[src/rtl/video_timing_out.sv]
// Raster timing generator and output alignment stage: drives hcount/vcount to the
// shader and registers its colour, with syncs and data enable delayed to match.
module video_timing_out #(
  parameter int H_ACTIVE       = 640,
  parameter int H_FP           = 16,
  parameter int H_SYNC         = 96,
  parameter int H_BP           = 48,
  parameter int V_ACTIVE       = 480,
  parameter int V_FP           = 10,
  parameter int V_SYNC         = 2,
  parameter int V_BP           = 33,
  parameter bit HSYNC_POL      = 1'b0,
  parameter bit VSYNC_POL      = 1'b0,
  parameter int SHADER_LATENCY = 0
) (
  input  logic        sys_clk,
  input  logic        sys_rst_n,
  input  logic        ce,
  output logic [11:0] hcount,
  output logic [11:0] vcount,
  input  logic [7:0]  red_in,
  input  logic [7:0]  green_in,
  input  logic [7:0]  blue_in,
  output logic        frame_start,
  output logic        vga_hsync,
  output logic        vga_vsync,
  output logic        vga_de,
  output logic [7:0]  vga_r,
  output logic [7:0]  vga_g,
  output logic [7:0]  vga_b
);

  localparam int H_TOTAL  = H_ACTIVE + H_FP + H_SYNC + H_BP;
  localparam int V_TOTAL  = V_ACTIVE + V_FP + V_SYNC + V_BP;
  localparam int HS_START = H_ACTIVE + H_FP;
  localparam int HS_END   = HS_START + H_SYNC;
  localparam int VS_START = V_ACTIVE + V_FP;
  localparam int VS_END   = VS_START + V_SYNC;
  localparam logic [11:0] H_LAST = 12'(H_TOTAL - 1);
  localparam logic [11:0] V_LAST = 12'(V_TOTAL - 1);

  generate
    if (H_TOTAL > 4096 || V_TOTAL > 4096) begin : g_total_too_big
      $error("video_timing_out: H_TOTAL/V_TOTAL must not exceed 4096");
    end
    if (SHADER_LATENCY < 0 || SHADER_LATENCY > 15) begin : g_latency_range
      $error("video_timing_out: SHADER_LATENCY must be within 0..15");
    end
  endgenerate

  logic [11:0] h_cnt;
  logic [11:0] v_cnt;

  always_ff @(posedge sys_clk or negedge sys_rst_n) begin
    if (!sys_rst_n) begin
      h_cnt <= '0;
      v_cnt <= '0;
    end else if (ce) begin
      if (h_cnt == H_LAST) begin
        h_cnt <= '0;
        if (v_cnt == V_LAST) v_cnt <= '0;
        else                 v_cnt <= v_cnt + 12'd1;
      end else begin
        h_cnt <= h_cnt + 12'd1;
      end
    end
  end

  assign hcount = h_cnt;
  assign vcount = v_cnt;

  // Compare in 13 bits so a 4096-wide parameter never truncates to zero.
  logic [12:0] h_ext;
  logic [12:0] v_ext;
  logic        de0;
  logic        hs0;
  logic        vs0;

  assign h_ext = {1'b0, h_cnt};
  assign v_ext = {1'b0, v_cnt};
  assign de0   = (h_ext < 13'(H_ACTIVE)) && (v_ext < 13'(V_ACTIVE));
  assign hs0   = (h_ext >= 13'(HS_START)) && (h_ext < 13'(HS_END));
  assign vs0   = (v_ext >= 13'(VS_START)) && (v_ext < 13'(VS_END));

  // Reset is folded in so no origin pulse is reported while held in reset.
  assign frame_start = ce && sys_rst_n && (h_cnt == 12'd0) && (v_cnt == 12'd0);

  // Tap k of each chain is the stage-0 decode delayed by k ce-cycles.
  logic [SHADER_LATENCY:0]   de_q;
  logic [SHADER_LATENCY:0]   hs_q;
  logic [SHADER_LATENCY:0]   vs_q;
  logic [SHADER_LATENCY+1:0] de_tap;
  logic [SHADER_LATENCY+1:0] hs_tap;
  logic [SHADER_LATENCY+1:0] vs_tap;

  assign de_tap = {de_q, de0};
  assign hs_tap = {hs_q, hs0};
  assign vs_tap = {vs_q, vs0};

  always_ff @(posedge sys_clk or negedge sys_rst_n) begin
    if (!sys_rst_n) begin
      de_q <= '0;
      hs_q <= '0;
      vs_q <= '0;
    end else if (ce) begin
      de_q <= de_tap[SHADER_LATENCY:0];
      hs_q <= hs_tap[SHADER_LATENCY:0];
      vs_q <= vs_tap[SHADER_LATENCY:0];
    end
  end

  // The shader's colour for a position arrives SHADER_LATENCY ce-cycles after it,
  // so it is gated with the enable from that same depth.
  logic de_gate;
  assign de_gate = de_tap[SHADER_LATENCY];

  always_ff @(posedge sys_clk or negedge sys_rst_n) begin
    if (!sys_rst_n) begin
      vga_r <= '0;
      vga_g <= '0;
      vga_b <= '0;
    end else if (ce) begin
      vga_r <= de_gate ? red_in   : 8'd0;
      vga_g <= de_gate ? green_in : 8'd0;
      vga_b <= de_gate ? blue_in  : 8'd0;
    end
  end

  assign vga_de    = de_q[SHADER_LATENCY];
  assign vga_hsync = hs_q[SHADER_LATENCY] ? HSYNC_POL : ~HSYNC_POL;
  assign vga_vsync = vs_q[SHADER_LATENCY] ? VSYNC_POL : ~VSYNC_POL;

endmodule

[config.mk]
export PLATFORM = sky130hd
export DESIGN_NAME = video_timing_out
export DESIGN_NICKNAME = d
export VERILOG_FILES = /design/src/rtl/video_timing_out.sv
export SDC_FILE = /design/constraint.sdc
export NUM_CORES = 1
export LEC_CHECK = 0
export ABC_CLOCK_PERIOD_IN_PS = 2700
export CORE_UTILIZATION = 45
export DETAILED_ROUTE_END_ITERATION = 10
export HOLD_SLACK_MARGIN = 0.03
export PLACE_DENSITY = 0.78
export RECOVER_POWER = 50
export SETUP_SLACK_MARGIN = 0.1
export SLEW_MARGIN = 20
export SYNTH_ARGS = -nofsm -noshare
export SYNTH_HDL_FRONTEND = slang
export SYNTH_SLANG_ARGS = --single-unit
[constraint.sdc]
create_clock -name sys_clk -period 2.7 [get_ports sys_clk]
set_input_delay 0.675 -clock sys_clk [delete_from_list [all_inputs] [get_ports sys_clk]]
set_output_delay 0.675 -clock sys_clk [all_outputs]
set_load 0.01 [all_outputs]
==> After elaboration in Yosys (flattened, before gate mapping) <==
Cells that the tools add are included.
{ "totals": {"register_bits": 51, "input_bits": 27, "output_inout_bits": 52, "wordCells": 34} }
{ "classes": {"n_addsub": 2, "order_cmp": 6, "n_eq_ne": 2, "mux": 7, "n_reduce_logical": 9} }
{ "ops": {"columns": ["operator", "n"], "rows": [
  ["$add 12x1->12 const B", 2],
  ["$eq 12x10->1 const B", 2],
  ["$logic_not 12->1", 2],
  ["$lt 12x10->1 const B", 2],
  ["$lt 12x9->1 const B", 2],
  ["$mux 12", 2],
  ["$mux 8", 3],
  ["$ge 12x10->1 const B", 1],
  ["$ge 12x9->1 const B", 1],
  ["$logic_and 1x1->1", 6],
  ["$mux 1", 2],
  ["$reduce_and 2->1", 1]
]} }

==> Logic depth before layout (Yosys ltp) <==
Gate-level depths: netlist of the first run.
{ "logic_depth": {"depth_word": 3, "ltp_mapped": 6} }

==> Least setup slack after synthesis of the first run <==
OpenSTA, ideal clock, no wires.
{ "synth_timing": {"kind": "input to output", "start": "in ce", "end": "out frame_start", "arrival_ps": 1608, "required_time_ps": 2025, "setup_slack_ps": 417, "stages": 3, "path_cell_list": "nor4b_1 nand4_1 nor4_1"} }
{ "synth_between": {"elab_chain_len": 3} }
{ "synth_rtl": {"columns": ["element", "line_no", "text"], "rows": [
  ["start: declaration", "18", "input logic ce,"],
  ["$logic_and 1x1->1 (3 in series)", "86", "assign frame_start = ce && sys_rst_n && (h_cnt == 12'd0) && (v_cnt == 12'd0);"],
  ["end: declaration", "24", "output logic frame_start,"]
]} }
Every way passes these cells.

==> Worst setup path after layout of the first run <==
{ "layout_timing": {"start": "reg v_cnt[4], in the netlist vcount[4]", "end": "out frame_start"} }
{ "layout_between": {"elab_chain_len": 2} }
{ "layout_rtl": {"columns": ["element", "line_no", "text"], "rows": [
  ["start: declaration", "52", "logic [11:0] v_cnt;"],
  ["start signal: assignment", "62", "else v_cnt <= v_cnt + 12'd1;"],
  ["$logic_not 12->1", "86", null],
  ["$logic_and 1x1->1", "86", null]
]} }
Every way passes these cells.

==> results.py, run 1 <==
metrics = {
    "run_status": {
        "status": "complete, no violations",
    },
    "floorplanning": {
        "row_count": 25,
        "die_x_um": 73.4,
        "initial_core_util_pct": 47.6,
        "die_y_um": 73.4,
        "die_area_sq_um": 5390,
        "coreArea_sq_um": 4820,
        "ios": 79,
    },
    "timing": {
        "rsz0062_at_grt": "no",
        "finClkSkew_ns": 0.00846,
        "tightestPinTransition_ns": 1.23,
        "max_freq_mhz": 419,
        "maxSlewViolCount": 0,
        "fin_crit_sh_pct": 88.5,
        "setup_viol": 0,
        "period_needed_ns": 2.39,
        "relSlewSlack_pct": 17.8,
        "timing.final.ws_setup_ns": 0.311,
        "report.final.hold_viol_count": 0,
        "fin_tns_setup_ns": 0,
    },
    "setup_path": {
        "critPathKind": "flop to output port",
        "cp_cell_sequence": "nor4_1, nand2_1, nor4_2, buf_2",
        "max_stage_delay_ns": 0.45,
        "critPathRequiredTime_ns": 2.03,
        "cp_max_fo": 6,
        "worst_ep_arrival_time_ns": 1.71,
        "crit_buf_inv": 1,
        "r2r_slack_ns": 0.62,
        "critPathTopFamily": "simple AND/OR/NAND/NOR gates",
        "endpoint_kind": "output port",
        "crit_slowest_cell": "dfrtp_1",
        "cp-start-kind": "flop",
    },
    "synthesis": {
        "seq_area_frac_synth_pct": 55.6,
        "avgSynthCellArea_sq_um": 10.9,
        "synth_fp_nets": 242,
        "yosysUniqueCellTypes": 29,
        "yosysWarnings": 0,
        "synth_area_sq_um": 2290,
        "synth-seq-cells": 51,
        "synth_cells": 211,
    },
    "placement": {
        "port_buffers": 78,
        "pre_cts_slack_ns": -0.539,
        "place.gp.congestion": 0.798,
        "placed_cells": 369,
        "dp_hpwl_mm": 4.17,
    },
    "finish": {
        "diodes": 0,
        "area_growth_pct": 47.9,
        "stdcell_count": 377,
        "drive_gt1_share_pct": 10.6,
        "n_fill_cell": 386,
        "nets": 341,
    },
    "cts": {
        "cts.sinks": 51,
        "cts_tree": "done",
        "ctsRootBufferMaster": "clkbuf_8",
        "cts_buffers": 5,
        "path_clk_slew_ns": 0.09,
        "cts_buffer_depth": 2,
        "cts_max_level": 2,
        "clk_latency_ns": 0.30,
    },
    "power": {
        "p_total_w": 0.00172,
        "power_density_nw_per_um2": 508,
        "ir_drop_v": 0.000366,
        "p_leak_nw": 1.50,
    },
    "routing": {
        "route.detailed.drc": 0,
        "vias_per_cell": 5.45,
        "vias": 2055,
        "dr.pass1.iters": 4,
        "wl_mm": 5.88,
        "wl_per_cell_um": 15.6,
        "drt_iter0_drc": 181,
        "final_antenna_net_count": 0,
    },
    "job": {
        "max_cap_violations": 0,
    },
    "grt": {
        "track_usage_pct": 23.3,
        "antenna_found_initial": 0,
        "grt_pass1_vias": 1914,
        "overflow": 0,
        "grt_max_degree": 52,
        "grt_pass1_wl_mm": 9.38,
    },
    "min_path": {
        "hold_class": "flop to flop",
    },
}
-- area by class of cell --
cell class | count | area (sq um) | area share (%)
well taps | 67 | 83.8 | 2.47
inverters | 14 | 52.6 | 1.55
clock buffers | 5 | 68.8 | 2.03
multi-input cells | 135 | 922 | 27.2
flip-flops and latches | 51 | 1280 | 37.6
repair buffers | 103 | 951 | 28.0
clock inverters | 2 | 37.5 | 1.11
-- state kept, by name (all words and copies together) (netlist names) --
| register | cells |
|---|---|
| vga_de | 1 |
| vga_b | 8 |
| vga_r | 8 |
| hs_q | 1 |
| vga_g | 8 |
| vs_q | 1 |
| hcount | 12 |
| vcount | 12 |
-- kinds of logic (layout without fill, tap and decap cells) --
group	Yosys count	count (layout)	share of synthesized area, %
buffers and inverters	25	124	4.42
xor gates and xnor gates	12	12	4.58
adders and majority gates	4	4	2.18
muxes	2	2	0.873
and+or+nand+nor	71	71	18.1
AOI/OAI and AO/OA	46	46	14.2
DFF	51	51	55.6
-- Yosys cell counts --
library cell / count / area (sq um)
dfrtp_1: 51 / 1280
a22o_1: 24 / 210
nand3_1: 14 / 70.1
inv_1: 13 / 48.8
nand4_1: 13 / 81.3
nand2_1: 11 / 41.3
clkbuf_1: 10 / 37.5
a21oi_1: 9 / 45.0
o21ai_0: 9 / 45.0
nor2_1: 7 / 26.3
xnor2_1: 6 / 52.6
xor2_1: 6 / 52.6
nor4_1: 5 / 31.3
and3_1: 4 / 25.0
ha_1: 4 / 50.1
nor3_1: 3 / 15.0
nor4b_1: 3 / 26.3
o22ai_1: 3 / 18.8
or3_1: 3 / 18.8
and4_1: 2 / 17.5
mux2i_1: 2 / 20.0
or4_4: 2 / 22.5
a21o_1: 1 / 7.51
and4b_1: 1 / 10.0
buf_6: 1 / 11.3
clkinv_1: 1 / 3.75
nor2b_1: 1 / 6.26
nor4_2: 1 / 12.5
nor4bb_1: 1 / 10.0
-- per-stage QoR --
step | hold slack [ns] | cell area, sq um | utilization [%]
detailed placement | 0.468 | 3300 | 68.4
global placement | 0.462 | 3300 | 68.4
CTS | 0.489 | 3420 | 70.9
floorplan | 0.379 | 2290 | -
finish | 0.485 | 3390 | 70.4
global route | 0.521 | 3390 | 70.4
-- final timing paths --
check	start	to	depth (start not counted)
worst max-delay path	vcount[4]$_DFFE_PN0P_	frame_start	4
worst min-delay path	vga_de$_DFFE_PN0P_	vga_de$_DFFE_PN0P_	1
min in group asynchronous	sys_rst_n	vcount[1]$_DFFE_PN0P_	2
worst max register to register	hcount[0]$_DFFE_PN0P_	vcount[3]$_DFFE_PN0P_	6
max in group asynchronous	sys_rst_n	hcount[10]$_DFFE_PN0P_	2
worst min register to register	vga_de$_DFFE_PN0P_	vga_de$_DFFE_PN0P_	1
-- timing repair --
action	4_1_cts	5_1_grt
buffers inserted	1	0
endpoints found under the hold margin	0	0
hold buffers	0	0
gates resized for setup	7	0
setup endpoints to repair	1	0
-- worst register-to-register path, stage by stage (launching register included) --
cell and delay, ns:
dfrtp_1 0.35, clkbuf_1 0.26, ha_1 0.28, nand4_1 0.16, or4_4 0.51, or3_1 0.37
o21ai_0 0.08
-- layout by cell type, fill, tap and decap left out, drive strengths merged, types with 2 or more instances in the layout --
cell	Yosys	routed
a21oi	9	9
a22o	24	24
and3	4	4
and4	2	2
buf	1	21
clkbuf	10	11
clkdlybuf4s50	0	75
dfrtp	51	51
ha	4	4
inv	13	13
mux2i	2	2
nand2	11	11
nand3	14	14
nand4	13	13
nor2	7	7
nor3	3	3
nor4	6	6
nor4b	3	3
o21ai	9	9
o22ai	3	3
or3	3	3
or4	2	2
xnor2	6	6
xor2	6	6
-- report_power, final --
part / internal [W] / switching, W
clock: 0.000271 / 0.000242
sequential: 0.000802 / 0.0000194
combinational: 0.000199 / 0.000190
total: 0.00127 / 0.000451
-- layer usage --
layer / track usage, % / routed length [um] / up-vias
met3: 5.35 / 297 / 8
met2: 38.3 / 3000 / 62
met4: 7.26 / 93 / 0
li1: - / - / 975
met1: 30.8 / 2490 / 1010
met5: 0 / 0 / -
No activity file was read; power rests on OpenSTA's default activity.
==> run 2, diff against run 1 <==
CORE_UTILIZATION = 50   (was 45)
DONT_BUFFER_PORTS = 1   (was default)
PLACE_DENSITY = 0.63   (was 0.78)
==> results.py, run 2 (synthesis gave the netlist of run 1 again) <==
metrics = {
    "setup_path": {
        "cp_max_fo": 7,
        "reg2reg_from": "hcount[6]$_DFFE_PN0P_",
        "worst_ep_arrival_time_ns": 1.84,
        "critPathRequiredTime_ns": 2.03,
        "ff2ff_path_depth": 4,
        "critPathKind": "flop to output port",
        "r2r_slack_ns": 0.46,
        "endpoint_kind": "output port",
        "reg2reg_to": "vcount[3]$_DFFE_PN0P_",
        "startpoint": "hcount[0]$_DFFE_PN0P_",
        "cp-start-kind": "flop",
    },
    "routing": {
        "vias_per_cell": 6.41,
        "wl_mm": 4.98,
        "drt_iter0_drc": 154,
        "final_antenna_net_count": 0,
        "dr.pass1.iters": 4,
        "wl_per_cell_um": 18.8,
        "route.detailed.drc": 0,
        "vias": 1693,
    },
    "power": {
        "p_total_w": 0.00154,
        "p_leak_nw": 1.12,
        "power_density_nw_per_um2": 623,
        "ir_drop_v": 0.000387,
    },
    "finish": {
        "area_growth_pct": 7.86,
        "multi_input_area_sq_um": 935,
        "diodes": 0,
        "drive_gt1_share_pct": 8.96,
        "nets": 243,
        "mostFrequentLayoutCells": "dfrtp_1 (50), a22o_1 (24), nand3_1 (14), inv_1 (13), nand4_1 (13)",
        "final_common_cell": "dfrtp_1",
        "regArea_sq_um": 1280,
        "n_fill_cell": 373,
    },
    "placement": {
        "port_buffers": 0,
        "dp_hpwl_mm": 3.45,
        "pre_cts_slack_ns": 0.295,
        "place.gp.congestion": 0.833,
    },
    "timing": {
        "rsz0062_at_grt": "no",
        "timing.final.ws_setup_ns": 0.183,
        "relSlewSlack_pct": 70.7,
        "fin_tns_setup_ns": 0,
        "maxSlewViolCount": 0,
        "max_freq_mhz": 397,
        "fin_crit_sh_pct": 93.2,
        "period_needed_ns": 2.52,
        "finClkSkew_ns": 0.00670,
        "tightestPinTransition_ns": 0.438,
        "report.final.hold_viol_count": 0,
        "setup_viol": 0,
    },
    "grt": {
        "track_usage_pct": 21.5,
        "grt_max_degree": 53,
        "grt_pass1_vias": 1639,
        "antenna_found_initial": 0,
        "overflow": 0,
        "grt_pass1_wl_mm": 8.26,
    },
    "cts": {
        "cts_tree": "done",
        "cts.sinks": 51,
        "ctsRootBufferMaster": "clkbuf_8",
        "path_clk_slew_ns": 0.08,
        "cts_buffers": 5,
        "postCtsSetupBuffers": 0,
        "cts_max_level": 2,
        "cts_buffer_depth": 2,
        "postCtsResizedCells": 2,
        "clk_latency_ns": 0.30,
        "hold_buffers": 0,
    },
    "floorplanning": {
        "die_x_um": 69.7,
        "die_y_um": 69.7,
        "die_area_sq_um": 4860,
        "initial_core_util_pct": 52.3,
        "row_count": 24,
        "coreArea_sq_um": 4380,
        "ios": 79,
    },
    "min_path": {
        "hold_class": "input pin to asynchronous set/reset pin",
    },
    "run_status": {
        "status": "complete, no violations",
    },
    "job": {
        "max_cap_violations": 0,
    },
}
==> run 2: worst max path at each step <==
stage                  endpoint  cells after the start
finish              frame_start                      6
global route        frame_start                      6
CTS                 frame_start                      6
detailed placement  frame_start                      4
global placement    frame_start                      4
floorplan           frame_start                      3
==> run 2: layout make-up <==
type / count / area share [%]
Multi-Input combinational cell: 135 / 37.8
Timing Repair Buffer: 5 / 1.52
Sequential cell: 51 / 51.6
Clock inverter: 2 / 1.52
Clock buffer: 5 / 2.78
Tap cell: 52 / 2.63
Inverter: 14 / 2.12
==> run 2: stage by stage <==
stage          utilization, %  hold slack, ns  cell area, sq um  instances
4_1_cts                  56.3          0.0489              2470        264
3_5_place_dp             53.5           0.380              2350        257
6_report                 56.4          0.0588              2470        264
3_3_place_gp             53.5           0.381              2350        257
5_1_grt                  56.4          0.0387              2470        264
2_1_floorplan               -           0.379              2290        211
==> run 2: layer usage <==
layer  global-route usage, %  vias up  routed length, um  share of wire, %
li1                        -      773                  -                 -
met2                    32.3       60               2400                48
met5                       0        -                  0                 0
met1                    28.6      851               2120                43
met3                    7.85        9                372               7.5
met4                    7.78        0                 80               1.6
==> run 2: where the power goes <==
| group | total, W | switching [W] | internal (W) |
|---|---|---|---|
| Combinational | 0.000125 | 0.0000642 | 0.0000605 |
| Clock | 0.000507 | 0.000236 | 0.000271 |
| Sequential | 0.000910 | 0.000108 | 0.000802 |
| Total | 0.00154 | 0.000408 | 0.00113 |
==> run 2: critical path: stages, from the launching register on <==
cell	delay [ns]
dfrtp_1	0.48
inv_1	0.11
ha_1	0.14
nor4b_2	0.22
nand4_1	0.14
nor4_2	0.28
buf_4	0.16
==> run 3, diff against run 2 <==
CORE_MARGIN = 5   (was default)
==> results.py, run 3 (synthesis gave the netlist of run 1 again) <==
metrics = {
    "timing": {
        "fin_crit_sh_pct": 93.3,
        "period_needed_ns": 2.52,
        "tightestPinTransition_ns": 0.440,
        "report.final.hold_viol_count": 0,
        "max_freq_mhz": 397,
        "setup_viol": 0,
        "finClkSkew_ns": 0.00638,
        "maxSlewViolCount": 0,
        "rsz0062_at_grt": "no",
        "fin_tns_setup_ns": 0,
        "relSlewSlack_pct": 70.7,
    },
    "grt": {
        "overflow": 0,
        "grt_max_degree": 53,
        "grt_pass1_vias": 1607,
        "grt_pass1_wl_mm": 8.43,
        "antenna_found_initial": 0,
        "track_usage_pct": 17.4,
    },
    "routing": {
        "wl_mm": 5.39,
        "wl_per_cell_um": 20.3,
        "vias": 1714,
        "vias_per_cell": 6.44,
        "final_antenna_net_count": 0,
        "drt_iter0_drc": 142,
        "dr.pass1.iters": 4,
        "route.detailed.drc": 0,
    },
    "finish": {
        "area_growth_pct": 9.11,
        "mostFrequentLayoutCells": "dfrtp_1 (48), a22o_1 (24), nand3_1 (14), inv_1 (13), nand4_1 (13)",
        "diodes": 0,
        "stdcell_area_sq_um": 2500,
        "nets": 244,
        "final_common_cell": "dfrtp_1",
        "drive_gt1_share_pct": 10.7,
    },
    "floorplanning": {
        "coreArea_sq_um": 4410,
        "die_y_um": 77.7,
        "ios": 79,
        "die_area_sq_um": 6040,
        "row_count": 24,
        "die_x_um": 77.7,
        "initial_core_util_pct": 52.0,
    },
    "setup_path": {
        "cp-start-kind": "flop",
        "critPathKind": "flop to output port",
        "critPathRequiredTime_ns": 2.03,
        "r2r_slack_ns": 0.49,
        "worst_ep_arrival_time_ns": 1.84,
        "cp_max_fo": 6,
        "endpoint_kind": "output port",
    },
    "cts": {
        "cts_buffer_depth": 2,
        "clk_latency_ns": 0.30,
        "postCtsSetupBuffers": 0,
        "ctsRootBufferMaster": "clkbuf_8",
        "cts_tree": "done",
        "cts_max_level": 2,
        "cts_buffers": 5,
        "path_clk_slew_ns": 0.09,
        "cts.sinks": 51,
    },
    "power": {
        "power_density_nw_per_um2": 604,
        "p_leak_nw": 1.12,
        "ir_drop_v": 0.000388,
    },
    "job": {
        "max_cap_violations": 0,
    },
    "placement": {
        "placed_cell_area_sq_um": 2350,
        "port_buffers": 0,
        "place.gp.congestion": 0.891,
        "dp_hpwl_mm": 3.74,
    },
    "min_path": {
        "hold_class": "input pin to asynchronous set/reset pin",
    },
    "run_status": {
        "status": "complete, no violations",
    },
}
-- run 3: report_power, final --
group	switching (W)	leakage (nW)	internal, W
Sequential	0.000111	0.667	0.000804
Combinational	0.0000690	0.407	0.0000629
Clock	0.000254	0.0474	0.000209
Total	0.000435	1.12	0.00108
-- run 3: final timing paths --
| check | from | end | depth (start not counted) |
|---|---|---|---|
| setup / recovery | hcount[6]$_DFFE_PN0P_ | frame_start | 3 |
| hold / removal | sys_rst_n | vcount[4]$_DFFE_PN0P_ | 0 |
| setup reg to reg | hcount[6]$_DFFE_PN0P_ | vcount[3]$_DFFE_PN0P_ | 4 |
| hold reg to reg | vga_de$_DFFE_PN0P_ | vga_de$_DFFE_PN0P_ | 1 |
| max in group asynchronous | sys_rst_n | vga_r[0]$_DFFE_PN0P_ | 1 |
| min in group sys_clk | ce | hcount[1]$_DFFE_PN0P_ | 1 |
-- run 3: area by class of cell --
class / instances / area, sq um
Timing Repair Buffer: 6 / 47.5
Multi-Input combinational cell: 135 / 958
Clock inverter: 2 / 16.3
Inverter: 14 / 52.6
Fill cell: 383 / 1910
Clock buffer: 6 / 82.6
Tap cell: 52 / 65.1
Sequential cell: 51 / 1280
-- run 3: routing by layer --
metal / vias up / wire length [um] / global-route usage (%) / part of all wire [%]
met1: 834 / 2110 / 20.9 / 39
met2: 92 / 2620 / 27.5 / 49
met3: 9 / 575 / 8.22 / 11
li1: 779 / - / - / -
met4: 0 / 91 / 6.19 / 1.7
met5: - / 0 / 0 / 0
-- run 3: stage by stage --
| stage | power, W | utilization (%) | setup WS [ns] | hold slack (ns) | std cells |
|---|---|---|---|---|---|
| 2_1_floorplan | 0.00100 | - | 0.417 | 0.379 | 211 |
| 3_3_place_gp | 0.00103 | 53.2 | 0.291 | 0.381 | 257 |
| 3_5_place_dp | 0.00104 | 53.2 | 0.231 | 0.381 | 257 |
| 4_1_cts | 0.00151 | 55.8 | 0.108 | 0.0425 | 265 |
| 5_1_grt | 0.00158 | 56.7 | 0.0888 | 0.0308 | 266 |
| 6_report | 0.00151 | 56.7 | 0.180 | 0.0531 | 266 |
-- run 3: worst max-delay path, stage by stage, from the launching register on --
cell	delay [ns]
dfrtp_2	0.48
or4_4	0.60
nor4_4	0.29
buf_4	0.16
-- run 3: timing repair --
| item | 4_1_cts | 5_1_grt |
|---|---|---|
| endpoints found under the hold margin | 0 | 2 |
| hold buffers | 0 | 1 |
| resized for setup | 3 | 7 |
| pin swaps | 0 | 1 |
| endpoints found under the setup margin | 1 | 1 |
